$ cat config.mk
export PLATFORM = sky130hd
export DESIGN_NAME = irq_vector_ctrl_flat
export DESIGN_NICKNAME = d
export VERILOG_FILES = /design/src/rtl/hmc6502_int_pkg.sv /design/src/rtl/irq_vector_ctrl_if.sv /design/src/rtl/irq_prio_enc.sv /design/src/rtl/irq_vector_ctrl.sv /design/src/flat_wrapper.sv
export SDC_FILE = /design/constraint.sdc
export NUM_CORES = 1
export LEC_CHECK = 0
export ABC_AREA = 1
export CAP_MARGIN = 20
export CORE_MARGIN = 3
export CORE_UTILIZATION = 40
export CTS_BUF_LIST = sky130_fd_sc_hd__clkbuf_2 sky130_fd_sc_hd__clkbuf_4 sky130_fd_sc_hd__clkbuf_8
export DETAILED_ROUTE_END_ITERATION = 6
export GPL_TIMING_DRIVEN = 0
export MAX_ROUTING_LAYER = met4
export PLACE_DENSITY = 0.61
export RECOVER_POWER = 50
export SLEW_MARGIN = 20
export SYNTH_ARGS = -nofsm -noshare
export SYNTH_HDL_FRONTEND = slang
export SYNTH_SLANG_ARGS = --single-unit
$ cat constraint.sdc
create_clock -name ph1 -period 2.18 [get_ports ph1]
set_input_delay 0.545 -clock ph1 [delete_from_list [all_inputs] [get_ports ph1]]
set_output_delay 0.545 -clock ph1 [all_outputs]
set_load 0.03 [all_outputs]
$ cat src/rtl/hmc6502_int_pkg.sv
// Shared types and constants for the 6502 interrupt sequencer.
package hmc6502_int_pkg;

  localparam int unsigned SRC_W         = 4;
  localparam int unsigned SRC_IRQ0_CODE = 3;

  typedef enum logic [2:0] {
    RST_VEC,
    IDLE,
    PEND,
    SEQ,
    VEC_LO,
    VEC_HI
  } state_e;

  typedef enum logic [SRC_W-1:0] {
    SRC_RESET = 4'd0,
    SRC_NMI   = 4'd1,
    SRC_BRK   = 4'd2,
    SRC_IRQ0  = 4'd3,
    SRC_IRQ1  = 4'd4,
    SRC_IRQ2  = 4'd5,
    SRC_IRQ3  = 4'd6,
    SRC_IRQ4  = 4'd7,
    SRC_IRQ5  = 4'd8,
    SRC_IRQ6  = 4'd9,
    SRC_IRQ7  = 4'd10
  } src_e;

  localparam logic [15:0] VEC_NMI   = 16'hFFFA;
  localparam logic [15:0] VEC_RESET = 16'hFFFC;
  localparam logic [15:0] VEC_BRK   = 16'hFFFE;

endpackage

$ cat src/rtl/irq_vector_ctrl_if.sv
// Core/peripheral <-> interrupt sequencer signal bundle.
interface irq_vector_ctrl_if
  import hmc6502_int_pkg::*;
#(
  parameter int unsigned N_IRQ  = 4,
  parameter int unsigned ADDR_W = 16
);

  logic [N_IRQ-1:0]  irq_req;
  logic [N_IRQ-1:0]  irq_en;
  logic              nmi_req;
  logic              brk_req;
  logic              i_flag;
  logic              boundary;
  logic              int_ack;
  logic              vec_rd;
  logic              int_pend;
  src_e              int_src;
  logic              b_flag;
  logic [ADDR_W-1:0] vec_addr;
  logic              int_done;

  modport master (
    output irq_req, irq_en, nmi_req, brk_req, i_flag, boundary, int_ack, vec_rd,
    input  int_pend, int_src, b_flag, vec_addr, int_done
  );

  modport slave (
    input  irq_req, irq_en, nmi_req, brk_req, i_flag, boundary, int_ack, vec_rd,
    output int_pend, int_src, b_flag, vec_addr, int_done
  );

endinterface

$ cat src/rtl/irq_prio_enc.sv
// Fixed-priority encoder: NMI > BRK > IRQ[0] > ... > IRQ[N_IRQ-1].
module irq_prio_enc
  import hmc6502_int_pkg::*;
#(
  parameter int unsigned N_IRQ = 4
) (
  input  logic             nmi,
  input  logic             brk,
  input  logic [N_IRQ-1:0] irq,
  output logic             valid_c,
  output src_e             src_c
);

  always_comb begin
    valid_c = nmi | brk | (|irq);
    src_c   = SRC_RESET;
    // Walk from lowest to highest priority so the last hit wins.
    for (int k = int'(N_IRQ) - 1; k >= 0; k--) begin
      if (irq[k]) src_c = src_e'(SRC_W'(SRC_IRQ0_CODE + 32'(k)));
    end
    if (brk) src_c = SRC_BRK;
    if (nmi) src_c = SRC_NMI;
  end

endmodule

$ cat src/rtl/irq_vector_ctrl.sv
// 6502 interrupt sequencer: source latching/arbitration, core handshake and
// vector address generation for RESET, NMI, BRK and N_IRQ IRQ channels.
module irq_vector_ctrl
  import hmc6502_int_pkg::*;
#(
  parameter int unsigned       N_IRQ        = 4,
  parameter int unsigned       ADDR_W       = 16,
  parameter logic [ADDR_W-1:0] IRQ_VEC_BASE = 16'hFFE0,
  parameter bit                LEGACY       = 1'b0,
  parameter bit                HIJACK       = 1'b1
) (
  input logic              ph1,
  input logic              reset,
  irq_vector_ctrl_if.slave bus
);

  state_e            state, state_d;
  src_e              src, src_d;
  logic              b_q, b_d;
  logic [ADDR_W-1:0] vaddr, vaddr_d;
  logic              pend_q, pend_d;
  logic              done_q, done_d;
  logic              nmi_lat, nmi_lat_d;
  logic              nmi_prev;
  logic              brk_lat, brk_lat_d;
  logic              hij_brk, hij_brk_d;
  logic              clr_nmi, clr_brk;

  logic              nmi_edge, nmi_any, brk_any;
  logic [N_IRQ-1:0]  irq_elig;
  logic              enc_valid;
  src_e              enc_src;

  function automatic logic [ADDR_W-1:0] vec_of(input src_e s);
    logic [ADDR_W-1:0] off;
    off = ADDR_W'(32'(s) - SRC_IRQ0_CODE);
    if (s == SRC_NMI)        return ADDR_W'(VEC_NMI);
    else if (s == SRC_RESET) return ADDR_W'(VEC_RESET);
    else if (s == SRC_BRK)   return ADDR_W'(VEC_BRK);
    else if (LEGACY)         return ADDR_W'(VEC_BRK);
    else                     return IRQ_VEC_BASE + (off << 1);
  endfunction

  // Live events are OR'd with their latches so a source is visible the cycle it occurs.
  assign nmi_edge = bus.nmi_req & ~nmi_prev;
  assign nmi_any  = nmi_lat | nmi_edge;
  assign brk_any  = brk_lat | bus.brk_req;
  assign irq_elig = bus.irq_req & bus.irq_en & {N_IRQ{~bus.i_flag}};

  irq_prio_enc #(.N_IRQ(N_IRQ)) u_enc (
    .nmi     (nmi_any),
    .brk     (brk_any),
    .irq     (irq_elig),
    .valid_c (enc_valid),
    .src_c   (enc_src)
  );

  always_ff @(posedge ph1 or posedge reset) begin
    if (reset) begin
      state    <= RST_VEC;
      src      <= SRC_RESET;
      b_q      <= 1'b0;
      vaddr    <= ADDR_W'(VEC_RESET);
      pend_q   <= 1'b1;
      done_q   <= 1'b0;
      nmi_lat  <= 1'b0;
      nmi_prev <= 1'b0;
      brk_lat  <= 1'b0;
      hij_brk  <= 1'b0;
    end else begin
      state    <= state_d;
      src      <= src_d;
      b_q      <= b_d;
      vaddr    <= vaddr_d;
      pend_q   <= pend_d;
      done_q   <= done_d;
      nmi_lat  <= nmi_lat_d;
      nmi_prev <= bus.nmi_req;
      brk_lat  <= brk_lat_d;
      hij_brk  <= hij_brk_d;
    end
  end

  always_comb begin
    state_d   = state;
    src_d     = src;
    b_d       = b_q;
    vaddr_d   = vaddr;
    pend_d    = pend_q;
    done_d    = 1'b0;
    hij_brk_d = hij_brk;
    clr_nmi   = 1'b0;
    clr_brk   = 1'b0;

    unique case (state)
      RST_VEC: begin
        pend_d = 1'b1;
        if (bus.vec_rd) begin
          state_d = VEC_HI;
          pend_d  = 1'b0;
          vaddr_d = vaddr + ADDR_W'(1);
        end
      end
      IDLE: begin
        if (enc_valid && bus.boundary) begin
          state_d   = PEND;
          pend_d    = 1'b1;
          src_d     = enc_src;
          b_d       = (enc_src == SRC_BRK);
          vaddr_d   = vec_of(enc_src);
          hij_brk_d = 1'b0;
        end
      end
      PEND: begin
        if (bus.int_ack) begin
          state_d = SEQ;
          pend_d  = 1'b0;
        end else if (!enc_valid) begin
          // Only a level IRQ can vanish; NMI and BRK are latched.
          state_d = IDLE;
          pend_d  = 1'b0;
        end else begin
          src_d   = enc_src;
          b_d     = (enc_src == SRC_BRK);
          vaddr_d = vec_of(enc_src);
        end
      end
      SEQ: begin
        // NMOS-style hijack: NMI takes over the vector, pushed B is untouched.
        if (HIJACK && nmi_any && (src != SRC_NMI)) begin
          src_d     = SRC_NMI;
          vaddr_d   = ADDR_W'(VEC_NMI);
          hij_brk_d = (src == SRC_BRK);
        end
        if (bus.vec_rd) state_d = VEC_LO;
      end
      VEC_LO: begin
        if (bus.vec_rd) begin
          state_d = VEC_HI;
          vaddr_d = vaddr + ADDR_W'(1);
        end
      end
      VEC_HI: begin
        if (bus.vec_rd) begin
          state_d   = IDLE;
          done_d    = 1'b1;
          clr_brk   = (src == SRC_BRK) | hij_brk;
          clr_nmi   = (src == SRC_NMI);
          hij_brk_d = 1'b0;
        end
      end
      default: state_d = RST_VEC;
    endcase

    // A new edge in the clearing cycle survives.
    nmi_lat_d = (nmi_lat & ~clr_nmi) | nmi_edge;
    brk_lat_d = (brk_lat & ~clr_brk) | bus.brk_req;
  end

  assign bus.int_pend = pend_q;
  assign bus.int_src  = src;
  assign bus.b_flag   = b_q;
  assign bus.vec_addr = vaddr;
  assign bus.int_done = done_q;

endmodule
$ cat src/flat_wrapper.sv
// flat-port wrapper written by rule: the top's interface ports become plain ports
module irq_vector_ctrl_flat import hmc6502_int_pkg::*;
#(
  parameter int unsigned       N_IRQ        = 4,
  parameter int unsigned       ADDR_W       = 16,
  parameter logic [ADDR_W-1:0] IRQ_VEC_BASE = 16'hFFE0,
  parameter bit                LEGACY       = 1'b0,
  parameter bit                HIJACK       = 1'b1
)
  (ph1, reset, bus_irq_req, bus_irq_en, bus_nmi_req, bus_brk_req, bus_i_flag, bus_boundary, bus_int_ack, bus_vec_rd, bus_int_pend, bus_int_src, bus_b_flag, bus_vec_addr, bus_int_done);
  irq_vector_ctrl_if #(.N_IRQ(N_IRQ), .ADDR_W(ADDR_W)) bus_i ();
  input logic ph1;
  input logic reset;
  input wire logic [$bits(bus_i.irq_req)-1:0] bus_irq_req;
  input wire logic [$bits(bus_i.irq_en)-1:0] bus_irq_en;
  input wire logic [$bits(bus_i.nmi_req)-1:0] bus_nmi_req;
  input wire logic [$bits(bus_i.brk_req)-1:0] bus_brk_req;
  input wire logic [$bits(bus_i.i_flag)-1:0] bus_i_flag;
  input wire logic [$bits(bus_i.boundary)-1:0] bus_boundary;
  input wire logic [$bits(bus_i.int_ack)-1:0] bus_int_ack;
  input wire logic [$bits(bus_i.vec_rd)-1:0] bus_vec_rd;
  output wire logic [$bits(bus_i.int_pend)-1:0] bus_int_pend;
  output wire logic [$bits(bus_i.int_src)-1:0] bus_int_src;
  output wire logic [$bits(bus_i.b_flag)-1:0] bus_b_flag;
  output wire logic [$bits(bus_i.vec_addr)-1:0] bus_vec_addr;
  output wire logic [$bits(bus_i.int_done)-1:0] bus_int_done;
  assign bus_i.irq_req = bus_irq_req;
  assign bus_i.irq_en = bus_irq_en;
  assign bus_i.nmi_req = bus_nmi_req;
  assign bus_i.brk_req = bus_brk_req;
  assign bus_i.i_flag = bus_i_flag;
  assign bus_i.boundary = bus_boundary;
  assign bus_i.int_ack = bus_int_ack;
  assign bus_i.vec_rd = bus_vec_rd;
  assign bus_int_pend = bus_i.int_pend;
  assign bus_int_src = bus_i.int_src;
  assign bus_b_flag = bus_i.b_flag;
  assign bus_vec_addr = bus_i.vec_addr;
  assign bus_int_done = bus_i.int_done;
  irq_vector_ctrl #(.N_IRQ(N_IRQ), .ADDR_W(ADDR_W), .IRQ_VEC_BASE(IRQ_VEC_BASE), .LEGACY(LEGACY), .HIJACK(HIJACK)) u_core (.ph1(ph1), .reset(reset), .bus(bus_i));
endmodule
==> qor.csv, run 1 <==
metric,value,unit
hpwl,3990,um
routabilityCongestion,0.855,
avgSynthCellArea,6.98,um2
critPathBufInv,1,
r2r_cells,11,
cp-end-kind,output pin,
worstMarginPinSlew,1.15,ns
cts_sinks,29,
worstSetupStartpointType,register,
cpLargestDelayFamily,buffers and inverters,
startpoint,u_core.bus.vec_addr[3],
cp_max_fo,7,
grt_max_degree,30,
final_hold_viol_count,0,
muxShareOfSynthArea,0,
synth_top_area_cell,nand2_1,
endpoint,bus_vec_addr[3],
clk-insertion-delay-late,0.28,ns
vias,2043,
fin_worst_skew,0.00532,ns
rr_endpoint,u_core.bus.vec_addr[1],
report.final.setup_viol,0,
ys_seq_elements,29,
hold_start,u_core.bus.int_pend,
final_max_slew_viol_count,0,
grt_pass1_vias,1897,
grt_antenna_before_repair,0,
period_minus_slack,2.12,ns
cpPeakStageDelay,0.70,ns
numCtsBuffers,5,
crit_cells,1,
hp-class,register to register,
power-per-cell-area,1620,nW/um2
grt_pass1_wl,9150,um
fillCellCount,511,
cap_violations,0,
grt.total_usage,0.191,
wl,5170,um
drt-pass1-iter-count,4,
die_area,6190,um2
die_h,78.7,um
syn_area,2110,um2
timing.fmax,0.472,GHz
num_antenna_cells,0,
drive_gt1_frac,0.211,
ys.warnings.count,0,
power.internal,2.17,mW
ir_drop,0.000671,V
area_growth,27.6,%
fp.dieW,78.7,um
p_clk_frac,0.102,
status,"complete, no violations",
fin_cells,417,
synth_cell_type_count,30,
synth_nets,324,
swShare,0.505,
cp_data_arrival_time,1.57,ns
yosysTopAreaCellShare,0.193,
drtIter0Drc,100,
placedCellCount,407,
required,1.63,ns
worst-r2r-setup-slack,0.49,ns
yosys.area_share.simple,0.428,
p_comb_frac,0.628,
synth_top_family_by_area,simple AND/OR/NAND/NOR gates,
grt_overflow,0,
synth_adder_area_share,0.0296,
coreArea,4910,um2
cts_htree_levels,2,
ios,39,
power.total,4.37,mW
remaining_drc_errors,0,
io_buffers,37,
pwr-share-seq,0.270,
cp_slowest_cell,clkdlybuf4s50_1,
r2r-start,u_core.brk_lat,
slew_headroom,0.235,
ys_seq_area_frac,0.352,
path_clk_slew,0.07,ns
clk_path_buf_depth,2,
synth_area_leaders,"nand2_1 (19%), dfstp_2 (19%), dfrtp_1 (17%), nand3_1 (7.8%), inv_1 (4.6%)",
initial_core_util,0.431,
cts-root-buf,clkbuf_8,
routed_via_density,4.90,
final_nets,370,
synthCells,303,
cts_tree,done,
synth_compound_area_frac,0.0716,
synthXorXnorAreaFrac,0.0331,
p_sw,2.21,mW
crit_type,register to output pin,
drtAntennaViolNets,0,
path_cells,clkdlybuf4s50_1,
fin_util,0.549,
rows,25,
p_leak,1.33,nW
finalCritPeriodShare,0.972,
drt-wirelength-per-cell,12.4,um
postCtsHoldBufs,0,
-- cell type report --
cell class / instances / area (um2) / area share
Sequential cell: 29 / 744 / 0.276
Clock buffer: 5 / 68.8 / 0.0255
Multi-Input combinational cell: 234 / 1220 / 0.452
Timing Repair Buffer: 39 / 385 / 0.143
Buffer: 6 / 48.8 / 0.0181
Tap cell: 67 / 83.8 / 0.0311
Clock inverter: 3 / 17.5 / 0.00649
Inverter: 34 / 129 / 0.0478
-- sequential cells by signal (all words and copies together) (netlist names) --
register,count
u_core.bus.vec_addr,16
u_core.nmi_lat,1
u_core.bus.int_pend,1
u_core.state,3
u_core.bus.int_done,1
u_core.bus.int_src,3
u_core.nmi_prev,1
u_core.hij_brk,1
u_core.bus.b_flag,1
u_core.brk_lat,1
-- Yosys cell counts --
library cell / n
a21boi_1: 1
a21oi_1: 4
a41oi_1: 1
buf_4: 1
buf_6: 3
clkbuf_1: 2
clkinv_2: 1
conb_1: 1
dfrtp_1: 14
dfstp_2: 15
ha_1: 5
inv_1: 26
inv_2: 7
nand2_1: 109
nand2_2: 9
nand3_1: 33
nand3_2: 4
nand3b_1: 2
nand4_1: 6
nor2_1: 21
nor2_2: 2
nor2_4: 4
nor3_1: 4
nor3_2: 1
o21ai_0: 4
o21ai_1: 5
o21ai_2: 8
or2_2: 1
or3b_2: 1
xor2_1: 8
-- cell families after synthesis --
family / Yosys count
adders and majority gates: 5
DFF: 29
other: 1
buffers and inverters: 40
xor gates and xnor gates: 8
AOI/OAI and AO/OA: 23
and+or+nand+nor: 197
-- worst min-delay path by stage --
stage / end / slack (ns) / cells after the start
finish: u_core.bus.int_pend / 0.47 / 2
global route: u_core.bus.int_pend / 0.50 / 2
CTS: u_core.bus.int_pend / 0.47 / 2
detailed placement: u_core.bus.int_pend / 0.46 / 2
global placement: u_core.bus.int_pend / 0.45 / 2
floorplan: u_core.hij_brk / 0.48 / 2
-- layout by cell type, fill, tap and decap left out, drive strengths merged, types with 7 or more instances in the layout --
cell,n
dfrtp,14
xor2,8
o21ai,17
dfstp,15
nand2,118
nand3,37
inv,33
clkbuf,7
clkdlybuf4s50,33
nor2,27
-- layer usage --
| layer | up-vias | global-route usage | share of wire |
|---|---|---|---|
| li1 | 1062 | - | - |
| met1 | 941 | 0.249 | 0.49 |
| met2 | 36 | 0.306 | 0.47 |
| met3 | 4 | 0.0351 | 0.034 |
| met4 | 0 | 0.0524 | 0.0081 |
| met5 | - | - | 0 |
-- timing repair --
item | 4_1_cts | 5_1_grt
pin swaps | 0 | 1
setup endpoints to repair | 4 | 5
setup buffers | 0 | 2
gates resized for setup | 1 | 8
-- stage by stage --
stage,setup TNS [ns],hold WS [ns],setup WS (ns),instance area (um2)
2_1_floorplan,0,0.481,0.324,2110
3_3_place_gp,-3.00,0.454,-0.385,2570
3_5_place_dp,-3.33,0.462,-0.387,2570
4_1_cts,0,0.475,0.0147,2660
5_1_grt,-0.0143,0.504,-0.0143,2700
6_report,0,0.469,0.0615,2700
-- power by group through the flow --
| stage | clock [mW] | sequential [mW] | combinational (mW) |
|---|---|---|---|
| after floorplan | 0 | 1.49 | 1.63 |
| after global placement | 0 | 1.19 | 2.69 |
| after detailed placement | 0 | 1.19 | 2.73 |
| after CTS | 0.456 | 1.18 | 2.74 |
| after global routing | 0.490 | 1.23 | 3.06 |
| final | 0.445 | 1.18 | 2.75 |
Note: power is estimated with default switching activity, not from simulation.
==> inputs of run 2 (changes only) <==
CORE_UTILIZATION = 50   (was 40)
MAX_ROUTING_LAYER = default   (was met4)
PLACE_DENSITY = 0.74   (was 0.61)
==> qor.csv, run 2 (synthesized netlist as in run 1, its figures left out) <==
metric,value,unit,change
status,"complete, no violations",,
path_clk_slew,0.06,ns,about the same
p_leak,1.34,nW,+0.82%
grt_pass1_wl,8650,um,-5.4%
fin_worst_skew,0.00484,ns,-0.000475 ns
cap_violations,0,,unchanged
routed_via_density,5.04,,+2.9%
postCtsHoldBufs,0,,unchanged
drt-wirelength-per-cell,12.4,um,+0.40%
grt_max_degree,30,,unchanged
critPathBufInv,1,,unchanged
worstSetupStartpointType,register,,
hold_depth,2,,unchanged
routabilityCongestion,0.900,,+5.4%
io_buffers,37,,unchanged
drtIter0Drc,138,,+38%
hpwl,3730,um,-6.7%
drive_gt1_frac,0.209,,-0.00286
rr_endpoint,u_core.bus.vec_addr[15],,
timing.fmax,0.476,GHz,+0.74%
hp-class,register to register,,
fp.dieW,71.0,um,-9.8%
pwr-share-seq,0.268,,-0.002
cp-end-kind,output pin,,
final_hold_viol_count,0,,unchanged
clk-insertion-delay-late,0.28,ns,about the same
clk_path_buf_depth,2,,unchanged
grt_pass1_vias,1941,,+2.3%
cp_slowest_cell,clkdlybuf4s50_1,,
num_antenna_cells,0,,unchanged
grt.total_usage,0.214,,+0.0230
vias,2016,,-1.3%
grt_antenna_before_repair,0,,unchanged
p_comb_frac,0.622,,-0.006
worstMarginPinSlew,1.15,ns,+0.00747 ns
r2r_cells,7,,-4
cts_sinks,29,,unchanged
initial_core_util,0.525,,+0.0943
cts_tree,done,,
crit_type,register to output pin,,
coreArea,4030,um2,-18%
worst-r2r-setup-slack,0.45,ns,-0.04 ns
ir_drop,0.00103,V,+53%
final_nets,370,,unchanged
cpLargestDelayFamily,buffers and inverters,,
rsz0062_at_grt,no,,
final_common_cell,nand2_1,,
numCtsBuffers,5,,unchanged
grt_overflow,0,,unchanged
met2WireLength,2410,um,+0.17%
wl_met3,186,um,+6.3%
drtAntennaViolNets,0,,unchanged
path_cells,clkdlybuf4s50_1,,
period_minus_slack,2.10,ns,-0.0155 ns
power.internal,2.23,mW,+2.8%
hold_start,u_core.bus.int_pend,,
power-per-cell-area,1640,nW/um2,+1.3%
swShare,0.495,,-0.00993
cts-root-buf,clkbuf_8,,
required,1.63,ns,about the same
final_max_slew_viol_count,0,,unchanged
ios,39,,unchanged
met1_length,2320,um,-9.0%
cp_max_fo,7,,unchanged
wl,4980,um,-3.7%
area_growth,27.0,%,
rows,23,,-8.0%
remaining_drc_errors,0,,unchanged
r2r-start,u_core.bus.vec_addr[10],,
largest_reg_flops,16,,unchanged
cts_htree_levels,2,,unchanged
cpPeakStageDelay,0.69,ns,about the same
report.final.setup_viol,0,,unchanged
p_sw,2.18,mW,-1.2%
top_layer,met4,,
finalCritPeriodShare,0.965,,-0.00709
die_h,71.0,um,-9.8%
holdPathEnd,u_core.bus.int_pend,,
cp_data_arrival_time,1.56,ns,about the same
mostFrequentLayoutCells,"nand2_1 (106), nand3_1 (33), clkdlybuf4s50_1 (32), inv_1 (26), nor2_1 (20)",,
p_clk_frac,0.110,,+0.008
slew_headroom,0.230,,-0.00498
drt-pass1-iter-count,4,,unchanged
die_area,5050,um2,-19%
setup_tns,0,ns,unchanged
holdWs,0.461,ns,-0.00845 ns
-- run 2: power groups by stage --
stage               Sequential, mW  Combinational [mW]  Clock (mW)
floorplan                     1.49                1.63           0
global placement              1.18                2.66           0
detailed placement            1.19                2.71           0
CTS                           1.18                2.73       0.497
global route                  1.23                3.06       0.521
finish                        1.18                2.74       0.486
-- run 2: metal layers --
metal | track usage | up-vias
met4 | 0.0626 | 0
met3 | 0.0455 | 8
met2 | 0.353 | 37
met5 | 0 | -
met1 | 0.283 | 914
li1 | - | 1057
-- run 2: repair_timing --
action                                  CTS  global route
gates resized for setup                   2             5
pin swaps                                 0             1
endpoints found under the setup margin    4             9
endpoints found under the hold margin     0             0
setup buffers                             0             2
-- run 2: metrics by stage --
step                      total power, mW  instance area (um2)  utilization  setup slack [ns]  std cells
final                                4.41                 2690        0.666            0.0770        400
after global routing                 4.81                 2690        0.666            0.0282        400
after CTS                            4.41                 2660        0.659            0.0215        398
after detailed placement             3.90                 2550        0.632            -0.425        390
after global placement               3.84                 2550        0.632            -0.383        390
after floorplan                      3.12                 2110            -             0.324        303
-- run 2: final cells by class --
type                            instances  area [um2]
Buffer                                  6        48.8
Tap cell                               50        62.6
Fill cell                             373        1340
Sequential cell                        29         744
Clock buffer                            8        97.6
Timing Repair Buffer                   39         385
Multi-Input combinational cell        234        1220
Inverter                               34         129
-- run 2: worst max-delay path by stage --
stage	depth (start not counted)	slack, ns	endpoint	start
after CTS	12	0.02	u_core.bus.vec_addr[1]	bus_brk_req
final	1	0.08	bus_vec_addr[2]	u_core.bus.vec_addr[2]
after global routing	13	0.03	u_core.bus.int_src[2]	bus_i_flag
after floorplan	11	0.32	u_core.bus.vec_addr[1]	bus_brk_req
after detailed placement	12	-0.43	u_core.bus.vec_addr[1]	bus_brk_req
after global placement	12	-0.38	u_core.bus.vec_addr[1]	bus_brk_req
==> inputs of run 3 (changes only) <==
CORE_UTILIZATION = 54   (was 50)
PLACE_DENSITY = 0.79   (was 0.74)
==> qor.csv, run 3 (synthesized netlist as in run 1, its figures left out) <==
metric,value,unit,change
status,"complete, no violations",,
num_antenna_cells,0,,unchanged
die_h,68.6,um,-3.5%
grt_overflow,0,,unchanged
setup_tns,0,ns,unchanged
clk-insertion-delay-late,0.28,ns,about the same
hpwl,3860,um,+3.7%
cts_sinks,29,,unchanged
grt_pass1_vias,1856,,-4.4%
vias,2079,,+3.1%
report.final.setup_viol,0,,unchanged
power-per-cell-area,1650,nW/um2,+0.47%
die_area,4700,um2,-6.8%
drtIter0Drc,183,,+33%
cp_data_arrival_time,1.57,ns,about the same
placedCellCount,389,,-0.26%
crit_type,register to output pin,,
fin_util,0.721,,+0.0544
period_minus_slack,2.12,ns,+0.0158 ns
power.internal,2.22,mW,-0.18%
cp_max_fo,7,,unchanged
rsz0062_at_grt,no,,
grt.total_usage,0.234,,+0.0197
ios,39,,unchanged
final_nets,370,,unchanged
cap_violations,0,,unchanged
p_comb_frac,0.622,,about the same
cp_slowest_cell,clkdlybuf4s50_1,,
p_clk_frac,0.110,,about the same
final_max_slew_viol_count,0,,unchanged
pwr-share-seq,0.268,,about the same
coreArea,3720,um2,-7.8%
cpLargestDelayFamily,buffers and inverters,,
fin_worst_skew,0.00870,ns,+0.00386 ns
grt_max_degree,18,,-40%
cts-root-buf,clkbuf_8,,
final_hold_viol_count,0,,unchanged
fin_cells,398,,-0.50%
p_sw,2.20,mW,+0.66%
fp.dieW,68.6,um,-3.5%
initial_core_util,0.569,,+0.0442
required,1.63,ns,about the same
cp-end-kind,output pin,,
wl,5090,um,+2.2%
routed_via_density,5.22,,+3.6%
cts_tree,done,,
worstMarginPinSlew,0.736,ns,-0.417 ns
hp-class,register to register,,
routabilityCongestion,0.900,,about the same
drt-wirelength-per-cell,12.8,um,+2.8%
drive_gt1_frac,0.206,,-0.00286
remaining_drc_errors,0,,unchanged
cpPeakStageDelay,0.70,ns,about the same
cts_htree_levels,2,,unchanged
final_common_cell,nand2_1,,
ir_drop,0.000996,V,-3.0%
largest_reg_flops,16,,unchanged
timing.fmax,0.472,GHz,-0.75%
drtAntennaViolNets,0,,unchanged
grt_antenna_before_repair,0,,unchanged
path_clk_slew,0.06,ns,about the same
io_buffers,37,,unchanged
worstSetupStartpointType,register,,
swShare,0.497,,+0.00208
finalCritPeriodShare,0.972,,+0.00727
area_growth,26.7,%,
path_cells,clkdlybuf4s50_1,,
clk_path_buf_depth,2,,unchanged
rows,22,,-4.3%
postCtsHoldBufs,0,,unchanged
slew_headroom,0.509,,+0.279
critPathBufInv,1,,unchanged
mostFrequentLayoutCells,"nand2_1 (106), nand3_1 (33), clkdlybuf4s50_1 (32), inv_1 (26), nor2_1 (20)",,
drt-pass1-iter-count,4,,unchanged
grt_pass1_wl,8240,um,-4.8%
numCtsBuffers,5,,unchanged
p_leak,1.34,nW,-0.19%
## run 3: cell count changes in the layout (fill, tap and decap cells not counted)
cell / before / now
buf_4: 3 / 2
clkbuf_1: 2 / 3
## run 3: timing repair
item / CTS / global route
endpoints found under the setup margin: 4 / 15
hold endpoints to repair: 0 / 0
setup buffers: 0 / 1
pin swaps: 0 / 1
resized for setup: 2 / 5
## run 3: path summary, 6_finish.rpt
| path | start | slack [ns] | to | depth (start not counted) |
|---|---|---|---|---|
| setup / recovery | u_core.bus.vec_addr[2] | 0.06 | bus_vec_addr[2] | 1 |
| min in group asynchronous | reset | 0.77 | u_core.state[2] | 2 |
| hold reg to reg | u_core.bus.int_pend | 0.48 | u_core.bus.int_pend | 2 |
| setup reg to reg | u_core.bus.vec_addr[0] | 0.44 | u_core.bus.vec_addr[6] | 9 |
| hold / removal | u_core.bus.int_pend | 0.48 | u_core.bus.int_pend | 2 |
| max in group asynchronous | reset | 0.35 | u_core.bus.b_flag | 3 |
## run 3: stage by stage
step / instance area [um2] / worst slack [ns] / power, mW / hold slack (ns)
2_1_floorplan: 2110 / 0.324 / 3.12 / 0.481
3_3_place_gp: 2540 / -0.407 / 3.83 / 0.451
3_5_place_dp: 2560 / -0.481 / 3.90 / 0.477
4_1_cts: 2670 / 0.00487 / 4.42 / 0.486
5_1_grt: 2680 / 0.00317 / 4.81 / 0.498
6_report: 2680 / 0.0612 / 4.42 / 0.482
## run 3: area by class of cell
class / count / area (um2)
inverter: 34 / 129
clock buffer: 8 / 97.6
fill: 326 / 1040
tap: 48 / 60.1
timing repair buffer: 39 / 382
multi-input combinational: 234 / 1220
sequential: 29 / 744
buffer: 6 / 48.8
## run 3: power by group through the flow
| stage | Combinational, mW | Clock [mW] | Sequential (mW) |
|---|---|---|---|
| after floorplan | 1.63 | 0 | 1.49 |
| after global placement | 2.66 | 0 | 1.17 |
| after detailed placement | 2.72 | 0 | 1.18 |
| after CTS | 2.74 | 0.501 | 1.18 |
| after global routing | 3.07 | 0.521 | 1.22 |
| final | 2.75 | 0.487 | 1.18 |
## run 3: per-layer routing
layer  share of wire  wire length, um  GRT usage  vias to the layer above
met5               0                0          0                        -
met1            0.46             2360      0.314                      961
li1                -                -          -                     1058
met2            0.47             2370      0.374                       53
met4           0.016               81     0.0744                        0
met3           0.054              273     0.0486                        7
## run 3: worst register-to-register path, stage by stage, from the launching register on
cell	delay [ns]
dfrtp_1	0.42
ha_1	0.26
nand3_1	0.13
inv_2	0.11
nand2_1	0.07
nor2_1	0.23
xor2_1	0.18
nand3_1	0.11
nand2_2	0.11
o21ai_2	0.05
==> edit 1: new RTL, flow settings as in run 3 <==
`ADDR_W` is set to 16 in 3 places; all go to 17.
--- a/src/rtl/irq_vector_ctrl_if.sv
+++ b/src/rtl/irq_vector_ctrl_if.sv
@@ -3,7 +3,7 @@
   import hmc6502_int_pkg::*;
 #(
   parameter int unsigned N_IRQ  = 4,
-  parameter int unsigned ADDR_W = 16
+  parameter int unsigned ADDR_W = 17
 );
 
   logic [N_IRQ-1:0]  irq_req;
--- a/src/rtl/irq_vector_ctrl.sv
+++ b/src/rtl/irq_vector_ctrl.sv
@@ -4,7 +4,7 @@
   import hmc6502_int_pkg::*;
 #(
   parameter int unsigned       N_IRQ        = 4,
-  parameter int unsigned       ADDR_W       = 16,
+  parameter int unsigned       ADDR_W       = 17,
   parameter logic [ADDR_W-1:0] IRQ_VEC_BASE = 16'hFFE0,
   parameter bit                LEGACY       = 1'b0,
   parameter bit                HIJACK       = 1'b1
--- a/src/flat_wrapper.sv
+++ b/src/flat_wrapper.sv
@@ -2,7 +2,7 @@
 module irq_vector_ctrl_flat import hmc6502_int_pkg::*;
 #(
   parameter int unsigned       N_IRQ        = 4,
-  parameter int unsigned       ADDR_W       = 16,
+  parameter int unsigned       ADDR_W       = 17,
   parameter logic [ADDR_W-1:0] IRQ_VEC_BASE = 16'hFFE0,
   parameter bit                LEGACY       = 1'b0,
   parameter bit                HIJACK       = 1'b1
Ports: changed (resized bus_vec_addr); port bits go from 39 to 40. The function was not compared with the original's and may differ.
==> edit 1 against run 3 <==
Sequential cell count grew 1. Area after synthesis grew 0.59%. Core utilization grew 0.30 points. Count of clock-buffer cells in the layout shrank 2. Via count shrank 4.0%. Worst setup slack gained 0.013 ns. Cell area grew 0.42%. Combinational power shrank 11%. Wire length shrank 5.8%. Critical path depth is the same. Power shrank 8.7%. Critical path type unchanged. Largest cell class unchanged. Largest power group unchanged.
==> edit 1: results (changes against run 3) <==
status = finished clean
Relative slew margins = 25.4% (-26 points)
largest net degree at the start of global routing = 31 (+13)
min-delay src = u_core.bus.int_pend$_DFFE_PP1P_
root buffer cell = clkbuf_8
CP max FO = 6 (-1)
clk_lat worst skew = 0.29 ns
synthesized area per cell = 7.39 sq um (+5.8%)
Non-Filler Instances = 385 (-3.3%)
diode count = 0 (unchanged)
Worst EP arrival = 1.56 ns
kind of cell adding the most delay to the critical path = buffers and inverters
critical path endpoint = bus_vec_addr[4]
Slowest Stage Delay on Critical Path = 0.69 ns
worst setup path startpoint = u_core.bus.vec_addr[4]$_DFFE_PP1P_
compound-gate portion of the synthesized area = 9.76% (+2.6 points)
Post-Route WL = 4800 um (-5.8%)
number of instances in the placed design = 374 (-3.9%)
Hold WS = 0.493 ns (+0.0111 ns)
clk_skew = 0.00255 ns (-0.00615 ns)
Worst Hold Depth = 2 (unchanged)
Synth Area in XOR/XNOR = 4.12% (+0.80 points)
initial DRC count = 147 (-20%)
Netlist cell types = 38 (+27%)
RR Endpoint = u_core.bus.vec_addr[14]$_DFFE_PP1P_
layout cells sized above 1 = 19.0% (-1.6 points)
clock slew at reported path FFs = 0.07 ns
vias in the first global route = 1799 (-3.1%)
cell with the biggest individual delay on the critical path = clkdlybuf4s50_1
commonest cells in the netlist = 83 x nand2_1, 31 x inv_1, 27 x nand3_1, 16 x nor2_1, 16 x o21ai_0
Internal Power = 2.07 mW (-6.9%)
input/output buffers = 38 (+2.7%)
launch point of the worst reg-to-reg path = u_core.bus.vec_addr[0]$_DFFE_PP0P_
first-pass GRT wire length = 8250 um (about the same)
Worst R2R Path Depth = 8 (-1)
leakage power = 1.32 nW (-1.2%)
fin nets = 357 (-3.5%)
DP Worst Slack = -0.402 ns (+0.0794 ns)
Max Buffers Root-to-Sink = 2 (unchanged)
initial antenna violation count = 0 (unchanged)
share of synthesized flip-flops with an asynchronous set or reset = 100% (unchanged)
syn nets = 309 (-4.6%)
R2R Setup Slk = 0.45 ns
Hold Path Class = reg -> reg
total CTS buffers = 5 (unchanged)
post-synthesis mux area share = 0% (unchanged)
Hold Path Sink = u_core.bus.int_pend$_DFFE_PP1P_
All-Layer GR Usage = 23.5% (+0.10 points)
Final Wtd Congestion = 0.913 (+1.5%)
Synth area leaders = dfstp_2 19%, dfrtp_1 18%, nand2_1 15%
warnings from Yosys = 0 (unchanged)
post-synthesis sequential area ratio = 36.2% (+0.97 points)
Post-Synth Adder-Cell Area = 2.94% (-0.017 points)
Vias/cell = 5.18 (-0.80%)
H-tree depth = 2 (unchanged)
Final HPWL DP = 3580 um (-7.2%)
first drt pass iteration count = 4 (unchanged)
number of flip-flops in the largest register = 17 (+1)
Max VDD drop = 1010 uV (+1.3%)
-- edit 1: through the flow --
| step | utilization (%) | total power [mW] | cell area (sq um) | setup TNS, ns |
|---|---|---|---|---|
| 4_1_cts | 71.8 | 4.01 | 2670 | 0 |
| 6_report | 72.4 | 4.04 | 2690 | 0 |
| 3_3_place_gp | 69.1 | 3.46 | 2570 | -1.69 |
| 3_5_place_dp | 69.1 | 3.51 | 2570 | -1.87 |
| 5_1_grt | 72.4 | 4.41 | 2690 | -0.00107 |
| 2_1_floorplan | - | 2.83 | 2130 | 0 |
-- edit 1: final cells by class --
type                            count  area (sq um)
Sequential cell                    30           769
Clock inverter                      2          12.5
Inverter                           36           140
Fill cell                         303          1030
Buffer                              6          58.8
Timing Repair Buffer               41           405
Tap cell                           48          60.1
Clock buffer                        6          82.6
Multi-Input combinational cell    216          1160
-- edit 1: power by group through the flow --
stage                     logic [mW]  registers [mW]  clock network (mW)
after CTS                       2.41            1.11               0.484
after floorplan                 1.45            1.39                   0
after detailed placement        2.39            1.12                   0
after global routing            2.75            1.15               0.514
final                           2.44            1.11               0.484
after global placement          2.36            1.11                   0
-- edit 1: logic make-up after synthesis --
logic type	count (synthesis)
simple gates	165
buf+inv	42
compound gates	35
flops	30
xor+xnor	10
fa+ha+maj	5
other cells	1
-- edit 1: layer usage --
metal / global-route usage (%) / vias up / part of all wire (%)
li1: - / 1026 / -
met1: 31.2 / 907 / 47
met2: 36.7 / 51 / 46
met3: 5.67 / 11 / 5.3
met4: 9.00 / 0 / 1.7
met5: 0 / - / 0
-- edit 1: what timing repair did --
action,CTS,global route
resized for setup,2,7
cloned,0,0
endpoints found under the setup margin,3,5
buffers inserted,0,3
hold buffers,0,0
pin swaps,0,3
==> edit 2: new RTL, config.mk and constraints of run 3 <==
Made on the original files. The 6 states of `state_e` get a one-hot encoding in 6 bits.
--- a/src/rtl/hmc6502_int_pkg.sv
+++ b/src/rtl/hmc6502_int_pkg.sv
@@ -4,13 +4,13 @@
   localparam int unsigned SRC_W         = 4;
   localparam int unsigned SRC_IRQ0_CODE = 3;
 
-  typedef enum logic [2:0] {
-    RST_VEC,
-    IDLE,
-    PEND,
-    SEQ,
-    VEC_LO,
-    VEC_HI
+  typedef enum logic [5:0] {
+    RST_VEC = 6'b000001,
+    IDLE    = 6'b000010,
+    PEND    = 6'b000100,
+    SEQ     = 6'b001000,
+    VEC_LO  = 6'b010000,
+    VEC_HI  = 6'b100000
   } state_e;
 
   typedef enum logic [SRC_W-1:0] {
Function: no difference found for any inputs over 10 cycles, from zero or initial values and one cycle with reset high; not proved beyond that.
==> edit 2 against run 3 <==
Clock power increased by 3%. Cell area is 2.2% higher. Wire length decreased by 1.7%. Via count grew 2.4%. Power down 3.5%. Critical endpoint is now bus_vec_addr[9]. Worst setup slack worse by 0.0021 ns. Core utilization is 1.1 points higher. Sequential cell count increased by 3. Area after synthesis is 1.4% higher. Critical path type unchanged. Synthesized cell count increased by 0.66%.
==> edit 2: results (changes against run 3) <==
Max VDD drop = 924 uV (-7.2%)
Synth area leaders = dfstp_2 20%, nand2_1 19%, dfrtp_1 19%
post-CTS sizing = 0 (-2)
Final Wtd Congestion = 0.904 (+0.44%)
status = finished clean
RR Endpoint = u_core.bus.vec_addr[5]$_DFFE_PP1P_
Worst R2R Path Depth = 8 (-1)
Placed Area = 2570 sq um (+0.54%)
vias in the first global route = 1979 (+6.6%)
largest net degree at the start of global routing = 33 (+15)
Relative slew margins = 22.1% (-29 points)
first-pass GRT wire length = 8830 um (+7.1%)
routed vias = 2129 (+2.4%)
post-synthesis sequential area ratio = 38.3% (+3.1 points)
Hold Path Class = reg -> reg
initial DRC count = 138 (-25%)
Netlist cell types = 31 (+3.3%)
clk_skew = 0.00612 ns (-0.00258 ns)
syn nets = 325 (+0.31%)
leakage power = 1.34 nW (+0.37%)
number of instances in the placed design = 390 (+0.26%)
Final HPWL DP = 3690 um (-4.4%)
commonest cells in the netlist = 110 x nand2_1, 34 x nand3_1, 30 x inv_1, 24 x nor2_1
Worst Hold Depth = 2 (unchanged)
initial antenna violation count = 0 (unchanged)
first drt pass iteration count = 7 (+3)
compound-gate portion of the synthesized area = 4.96% (-2.2 points)
layout cells sized above 1 = 18.8% (-1.8 points)
Peak Freq = 471 MHz (about the same)
Post-Synth Adder-Cell Area = 2.34% (-0.62 points)
Hold Path Sink = u_core.bus.vec_addr[15]$_DFFE_PP1P_
critical path endpoint = bus_vec_addr[9]
CP max FO = 5 (-2)
DP Worst Slack = -0.190 ns (+0.291 ns)
total CTS buffers = 5 (unchanged)
synthesized area per cell = 7.03 sq um (+0.70%)
share of synthesized flip-flops with an asynchronous set or reset = 100% (unchanged)
All-Layer GR Usage = 22.6% (-0.76 points)
min-delay src = u_core.bus.vec_addr[15]$_DFFE_PP1P_
Post-Route WL = 5000 um (-1.7%)
R2R Setup Slk = 0.30 ns (-0.14 ns)
clock slew at reported path FFs = 0.06 ns (about the same)
FILL cells = 324 (-0.61%)
launch point of the worst reg-to-reg path = u_core.state[0]$_DFFE_PP1P_
worst setup path startpoint = u_core.bus.vec_addr[9]$_DFFE_PP1P_
cell with the biggest individual delay on the critical path = clkdlybuf4s50_1
Synth Area in XOR/XNOR = 4.90% (+1.6 points)
Non-Filler Instances = 399 (+0.25%)
==> edit 2: cell count changes in the layout (fill, tap and decap cells not counted), sizes merged, moves of 3 or more <==
cell,change
inv,+3
nor2,+5
nor3,-3
o21ai,-5
xor2,+3
==> edit 2: per-layer routing <==
| metal | wire, um | up-vias | share of wire, % | track usage (%) |
|---|---|---|---|---|
| li1 | - | 1052 | - | - |
| met3 | 276 | 14 | 5.5 | 4.08 |
| met1 | 2290 | 996 | 46 | 30.0 |
| met5 | 0 | - | 0 | 0 |
| met2 | 2340 | 67 | 47 | 35.5 |
| met4 | 95 | 0 | 1.9 | 10.8 |
==> edit 2: power by group <==
part | internal (mW) | switching, mW | total (mW)
logic | 0.990 | 1.53 | 2.52
clock network | 0.282 | 0.218 | 0.500
registers | 0.965 | 0.277 | 1.24
total | 2.24 | 2.03 | 4.26
==> edit 2: final cells by class <==
cell class,instances,share of cell area (%)
well taps,48,2.19
clock buffers,8,3.56
flip-flops and latches,32,30.0
multi-input cells,231,43.8
inverters,36,4.93
plain buffers,6,1.78
repair buffers,38,13.8
==> edit 2: stage by stage <==
step                      setup TNS (ns)  hold slack [ns]  utilization [%]
after floorplan                        0            0.481                -
after global placement             -1.66            0.467             68.8
after detailed placement           -2.14            0.477             68.8
after CTS                              0            0.486             71.4
after global routing            -0.00368            0.510             73.2
final                                  0            0.481             73.2
==> edit 2: kinds of logic (layout without fill, tap and decap cells) <==
kind of cell | after synthesis | in the layout
other | 1 | 1
and+or+nand+nor | 194 | 194
xor gates and xnor gates | 12 | 12
AOI/OAI and AO/OA | 20 | 20
DFF | 32 | 32
adders and majority gates | 4 | 4
buffers and inverters | 42 | 88
